==> src/rtl/cut_sweep_ctrl.sv <==
`default_nettype none
// ============================================================================
// cut_sweep_ctrl : exhaustive input sweep, compare and signature for one CUT
// Revision 1.0
// ============================================================================
module cut_sweep_ctrl #(
  parameter int N_IN       = 2,
  parameter int N_OUT      = 8,
  parameter int SETTLE_CYC = 2,
  parameter int ERR_W      = 8
) (
  input  logic             clk,
  input  logic             rst,
  input  logic             start,
  input  logic             abort,
  output logic [N_IN-1:0]  cut_x,
  input  logic [N_OUT-1:0] cut_f,
  output logic [N_IN-1:0]  exp_addr,
  input  logic [N_OUT-1:0] exp_data,
  output logic             busy,
  output logic             done,
  output logic             pass,
  output logic [ERR_W-1:0] err_count,
  output logic [N_IN-1:0]  first_err_vec,
  output logic [N_OUT-1:0] signature
);

  typedef enum logic [1:0] {
    S_IDLE   = 2'd0,
    S_SETTLE = 2'd1,
    S_CHECK  = 2'd2,
    S_DONE   = 2'd3
  } state_e;

  localparam logic [3:0]       CNT_LOAD = 4'(SETTLE_CYC - 1);
  localparam logic [N_IN-1:0]  VEC_LAST = {N_IN{1'b1}};
  localparam logic [ERR_W-1:0] ERR_MAX  = {ERR_W{1'b1}};

  state_e           state_q, state_d;
  logic [N_IN-1:0]  vec_q, vec_d;
  logic [3:0]       cnt_q, cnt_d;
  logic [ERR_W-1:0] err_q, err_d;
  logic [N_IN-1:0]  first_q, first_d;
  logic [N_OUT-1:0] sig_q, sig_d;
  logic             pass_q, pass_d;
  logic             mismatch;

  assign mismatch = (cut_f != exp_data);

  always_comb begin
    state_d = state_q;
    vec_d   = vec_q;
    cnt_d   = cnt_q;
    err_d   = err_q;
    first_d = first_q;
    sig_d   = sig_q;
    pass_d  = pass_q;
    if (abort) begin
      // Partial error/signature results stay visible after an abort.
      state_d = S_IDLE;
      pass_d  = 1'b0;
    end else begin
      case (state_q)
        S_IDLE: begin
          if (start) begin
            state_d = S_SETTLE;
            vec_d   = '0;
            cnt_d   = CNT_LOAD;
            err_d   = '0;
            first_d = '0;
            sig_d   = '0;
            pass_d  = 1'b0;
          end
        end
        S_SETTLE: begin
          if (cnt_q == 4'd0) state_d = S_CHECK;
          else               cnt_d   = cnt_q - 4'd1;
        end
        S_CHECK: begin
          if (mismatch) begin
            if (err_q != ERR_MAX) err_d   = err_q + 1'b1;
            if (err_q == '0)      first_d = vec_q;
          end
          sig_d = {sig_q[N_OUT-2:0], sig_q[N_OUT-1]} ^ cut_f;
          if (vec_q == VEC_LAST) begin
            state_d = S_DONE;
          end else begin
            vec_d   = vec_q + 1'b1;
            cnt_d   = CNT_LOAD;
            state_d = S_SETTLE;
          end
        end
        S_DONE: begin
          state_d = S_IDLE;
          pass_d  = (err_q == '0);
        end
        default: state_d = S_IDLE;
      endcase
    end
  end

  always_ff @(posedge clk) begin
    if (rst) begin
      state_q <= S_IDLE;
      vec_q   <= '0;
      cnt_q   <= '0;
      err_q   <= '0;
      first_q <= '0;
      sig_q   <= '0;
      pass_q  <= 1'b0;
    end else begin
      state_q <= state_d;
      vec_q   <= vec_d;
      cnt_q   <= cnt_d;
      err_q   <= err_d;
      first_q <= first_d;
      sig_q   <= sig_d;
      pass_q  <= pass_d;
    end
  end

  assign cut_x         = vec_q;
  assign exp_addr      = vec_q;
  assign busy          = (state_q == S_SETTLE) || (state_q == S_CHECK);
  assign done          = (state_q == S_DONE);
  assign pass          = pass_q;
  assign err_count     = err_q;
  assign first_err_vec = first_q;
  assign signature     = sig_q;

endmodule
`default_nettype wire

==> config.mk <==
export PLATFORM = sky130hd
export DESIGN_NAME = cut_sweep_ctrl
export DESIGN_NICKNAME = d
export VERILOG_FILES = /design/src/rtl/cut_sweep_ctrl.sv
export SDC_FILE = /design/constraint.sdc
export NUM_CORES = 1
export LEC_CHECK = 0
export CAP_MARGIN = 40
export CORE_MARGIN = 1
export CORE_UTILIZATION = 43
export DETAILED_ROUTE_END_ITERATION = 7
export MAX_ROUTING_LAYER = met4
export PLACE_DENSITY = 0.76
export SLEW_MARGIN = 15
export SYNTH_ARGS = -nofsm -noshare
export SYNTH_HDL_FRONTEND = slang
export SYNTH_SLANG_ARGS = --single-unit
==> constraint.sdc <==
create_clock -name clk -period 2 [get_ports clk]
set_clock_uncertainty 0.2 [all_clocks]
set_input_delay 0.4 -clock clk [delete_from_list [all_inputs] [get_ports clk]]
set_output_delay 0.4 -clock clk [all_outputs]
set_load 0.005 [all_outputs]
# [Word-level counts from Yosys, hierarchy flattened]
# Cells that the tools add are included.
[classes] add_sub_neg=3 n_eq_ne=13 n_mux=21 bitwise=2 n_reduce_logical=15
[ops] op="$pmux 8 s2" count=2
[ops] op="$mux 8" count=3
[ops] op="$reduce_and 5->1" count=3
[ops] op="$mux 2" count=7
[ops] op="$ne 2x2->1 const B" count=7
[ops] op="$mux 4" count=3
[ops] op="$pmux 4 s3" count=1
[ops] op="$add 8x1->8 const B" count=1
[ops] op="$logic_not 8->1" count=1
[ops] op="$ne 8x8->1" count=1
[ops] op="$ne 8x8->1 const B" count=1
[ops] op="$pmux 2 s2" count=2
[ops] op="$pmux 2 s4" count=1
[ops] op="$xor 8x8->8" count=1
[ops] op="$eq 2x2->1 const B" count=3
[ops] op="$logic_not 4->1" count=1
[ops] op="$reduce_and 2->1" count=2
[ops] op="$reduce_and 4->1" count=1
[ops] op="$reduce_bool 2->1" count=2
[ops] op="$sub 4x1->4 const B" count=1
[ops] op="$reduce_and 3->1" count=1
[ops] op="$reduce_bool 3->1" count=1
[ops] op="$add 2x1->2 const B" count=1
[ops] op="$eq 2x1->1 const B" count=1
[ops] op="6 further kinds" count=6
[word_totals] ff_bits=27 in_bits=20 output_inout_bits=25 word_cells=61

# [Logic depth before layout (Yosys ltp)]
# Gate-level depths: netlist (run 1).
[logic_depth] ltp_word=4 ltp_mapped=8 ltp_nobuf=7

# [Least setup slack after synthesis (run 1)]
# Ideal clock, no wire load.
[synth_timing] kind="flip-flop to flip-flop" from="reg state_q[0]" to="reg err_q[6], in the netlist err_count[6]" arrival_ps=1805 setup_slack_ps=-92 stages_incl_launch_ff=7 n_path_buf=0 synth_period_minus_slack_ps=2092 path_cell_list="dfxtp_1 > inv_1 > ha_1 > mux2i_1 > or2_1 > or4_1 > a221oi_2"
[synth_between] elab_chain_len=3 word_cells_on_any_way=8 cone_classes="eq/ne (4); mux (1); reduce/logical (3)"
[synth_lines] item="from (decl)" line="39" text="state_e state_q, state_d;"
[synth_lines] item="from (signal assigned)" line="112" text="state_q <= state_d;"
[synth_lines] item="$eq 2x2->1 or $logic_not 2->1 (tied branches)" line="63" text="case (state_q)"
[synth_lines] item="$ne 2x2->1 (no source line) or $reduce_bool 2->1 (tied branches)"
[synth_lines] item="$reduce_and 5->1 (no source line)"
[synth_lines] item="to (signal assigned)" line="115" text="err_q <= err_d;"
[synth_lines] item="to (decl)" line="42" text="logic [ERR_W-1:0] err_q, err_d;"
# Parallel ways exist; a longest one is shown, timed or not.
# A chain may end at the register's enable or synchronous reset.

# [Worst setup path after layout (run 1)]
[layout_timing] from="in start" to="reg err_q[6], in the netlist err_count[6]"
[layout_between] elab_chain_len=2
[layout_lines] item="from (decl)" line="14" text="input logic start,"
[layout_lines] item="$ne 2x2->1 (no source line)"
[layout_lines] item="$reduce_and 5->1 (no source line)"
# Every way passes these cells.

==> metrics.md, run 1 <==
| Metric | Value |
|---|---|
| # setup viols final | 0 |
| Dpl hpwl | 3.30 mm |
| CP endpoint kind | flip-flop |
| Post-synthesis net count | 222 |
| Status | finished clean |
| Initial DRC count | 108 |
| Layout cells sized above 1 | 23.9% |
| Via density per instance | 5.41 |
| Core Rows | 21 |
| Ant. Diodes | 0 |
| CTS tree | yes |
| Vias in the first global route | 1,589 |
| Yosys warns | 0 |
| Reg2Reg Depth | 6 |
| Global route overflow | 0 |
| Port bufs | 44 |
| RD Place Congestion | 0.919 |
| CP required | 1.99 ns |
| Fin util | 72.6% |
| Min-Delay Path Class | flip-flop to flip-flop |
| Dpl ws | -0.305 ns |
| Setup Crit Path Kind | input port to flip-flop |
| Initial antenna violation count | 0 |
| P_leak | 0.988 nW |
| Post-Route WL | 4.28 mm |
| Min Tclk post-route | 1.99 ns |
| Chip Height | 62.7 µm |
| Total of max-cap violations | 0 |
| Leading area contributor after synthesis | dfxtp_1 |
| Largest net degree at the start of global routing | 16 |
| Clock slew at reported path FFs | 0.09 ns |
| Final setup margin | 0.0102 ns |
| Clk Latency, worst-skew pair | around 0.27 ns |
| Measured slew at the worst slew-check pin | 0.387 ns |
| Final cell count without fillers | 318 |
| Area contributors post-synth | dfxtp_1, ha_1, nand2_1 |
| # clock sinks | 27 |
| Clock Path Buffers | 2 |
| Pwr Density | 429 mW/mm² |
| Core box area | 0.00344 mm² |
| Area growth syn-to-layout | 57.4% |
| Die outline width | between 60 and 70 µm |
| First-pass GRT wire length | 7.02 mm |
| Mapped Cells | 194 |
| Final nets | around 300 |
| Final hold violation count | 0 |
| Flops & latches, synth | 27 |
| Hold path depth | 2 |
| Initial core utilization | 46.1% |
| Die ar. | 0.00394 mm² |
| DRC viols | 0 |
| Period utilisation layout | 99.5% |
| Distinct cells, synth | 39 |
| Vias | 1,719 |
| RSZ-0062 raised after global routing | yes |
| Root Driver | clkbuf_8 |
| Number of fill cells | about 270 |
| Top cell type's share of synthesized area | between 30% and 40% |
| Hold Slack | 0.281 ns |
| Max Fclk | 503 MHz |
| Cell area after synthesis | 0.00159 mm² |
| Worst setup SP type | input port |
| Worst-case vdd ir drop | 0.470 mV |
| H-tree depth | 1 |
| Worst rel slew slack | about three quarters |
| CP arrival | 1.98 ns |
| Routed wire per std cell | 13.4 µm |
| Sequential area share after synthesis | roughly a third |
| Gr usage total | 22.9% |
| Drt pass-1 iters | 4 |
| Synthesized area per cell | approximately 8 µm² |
| Worst-path maximum fanout | 2 |
| Final slew viol count | 0 |
| I/O pins | 45 |
| Total CTS buffers | 3 |
| Placed Cells | 312 |
| Antenna-violating nets left | 0 |
## metal layers
metal / routed length, µm / share of wire, % / track usage (%) / vias up
li1: - / - / - / 855
met1: 1900 / 44 / 27.8 / 813
met2: 2140 / 50 / 37.9 / 40
met3: 155 / 3.6 / 4.38 / 11
met4: 88 / 2.1 / 7.56 / 0
met5: 0 / 0 / - / -
## cells in the final DEF, fill, tap and decap left out, drive strengths merged, types with 2 or more instances in the layout
cell type / n
a21oi: 15
a211oi: 5
dlymetal6s2s: 6
clkdlybuf4s50: 36
xor2: 8
buf: 40
dlygate4sd2: 2
o211ai: 3
nor3: 2
mux2i: 2
xnor2: 8
nand3: 15
clkbuf: 3
or4: 4
ha: 8
o21ai: 6
o41ai: 4
o2bb2ai: 2
inv: 11
o32ai: 2
dfxtp: 27
nor4: 2
nor4b: 2
nand4: 4
nand2: 21
nor2b: 7
nor2: 8
or3: 5
## state kept, by name, summed over array words and instances, names as in the netlist
signal         cells
signature          8
state_q            2
first_err_vec      2
err_count          8
pass               1
cut_x              2
cnt_q              4
## stage by stage
stage | power, mW | cell area [µm²] | setup TNS, ns
finish | 1.07 | 2500 | 0
global route | 1.13 | 2500 | -0.0875
CTS | 1.06 | 2370 | -0.0425
detailed placement | 0.757 | 2330 | -3.50
global placement | 0.752 | 2330 | -2.92
floorplan | 0.647 | 1590 | 0
## kinds of logic after synthesis
group	Yosys count	synth area share, %
simple gates	77	25.6
compound gates	43	18.5
flops	27	34.1
buf+inv	21	5.52
xor+xnor	16	8.83
fa+ha+maj	8	6.31
mux	2	1.26
## synth_stat cells
cell / count
dfxtp_1: 27
nand2_1: 21
a21oi_1: 15
nand3_1: 15
inv_1: 11
ha_1: 8
nor2_1: 8
xnor2_1: 8
xor2_1: 8
clkbuf_1: 7
nor2b_1: 7
o21ai_0: 6
a211oi_1: 5
or3_1: 5
nand4_1: 4
o41ai_1: 4
or4_1: 4
o211ai_1: 3
buf_4: 2
mux2i_1: 2
nor3_1: 2
nor4_1: 2
nor4b_1: 2
o2bb2ai_1: 2
o32ai_1: 2
a21o_1: 1
a221oi_2: 1
and2_1: 1
and3_1: 1
buf_2: 1
nand2b_1: 1
nand4b_1: 1
nor3b_1: 1
o311ai_0: 1
o31a_1: 1
o31ai_1: 1
o32a_1: 1
or2_1: 1
or4b_1: 1
## critical path, cell delays in order
cell and delay (ns):
clkdlybuf4s50_1 0.54, mux2i_1 0.11, or2_1 0.24, or4_1 0.43
a221oi_2 0.26
## path summary, 6_finish.rpt
kind / from / endpoint / slack (ns)
setup reg to reg: state_q[1] / err_count[6] / 0.05
hold / removal: signature[4] / signature[4] / 0.28
hold reg to reg: signature[4] / signature[4] / 0.28
setup / recovery: start / err_count[6] / 0.01
## layout make-up
type                    instances  area, µm²  share of cell area, %
multi-input cells             146       1050                   42.0
flip-flops and latches         27        547                   21.9
well taps                      46       57.6                   2.30
inverters                      11       41.3                   1.65
repair buffers                 84        757                   30.3
clock buffers                   3       41.3                   1.65
clock inverters                 1       5.00                  0.200
## power by group
part | internal (mW) | switching (mW) | total (mW)
Combinational | 0.116 | 0.0972 | 0.214
Sequential | 0.541 | 0.00453 | 0.546
Clock | 0.140 | 0.172 | 0.312
Total | 0.797 | 0.274 | 1.07
## timing repair
| item | in CTS | in global routing |
|---|---|---|
| setup buffers | 0 | 2 |
| endpoints found under the setup margin | 4 | 17 |
| pin swaps | 0 | 7 |
| gates resized for setup | 3 | 28 |
| hold buffers | 0 | 0 |
Note: power is estimated with default switching activity, not from simulation.
==> inputs of run 2 (changes only) <==
--- a/config.mk
+++ b/config.mk
@@ -6,7 +6,6 @@
 export NUM_CORES = 1
 export LEC_CHECK = 0
 export CAP_MARGIN = 40
-export CORE_MARGIN = 1
 export CORE_UTILIZATION = 43
 export DETAILED_ROUTE_END_ITERATION = 7
 export MAX_ROUTING_LAYER = met4
==> results of run 2 <==
No change in the layout: final DEF, timing and power equal those of run 1.
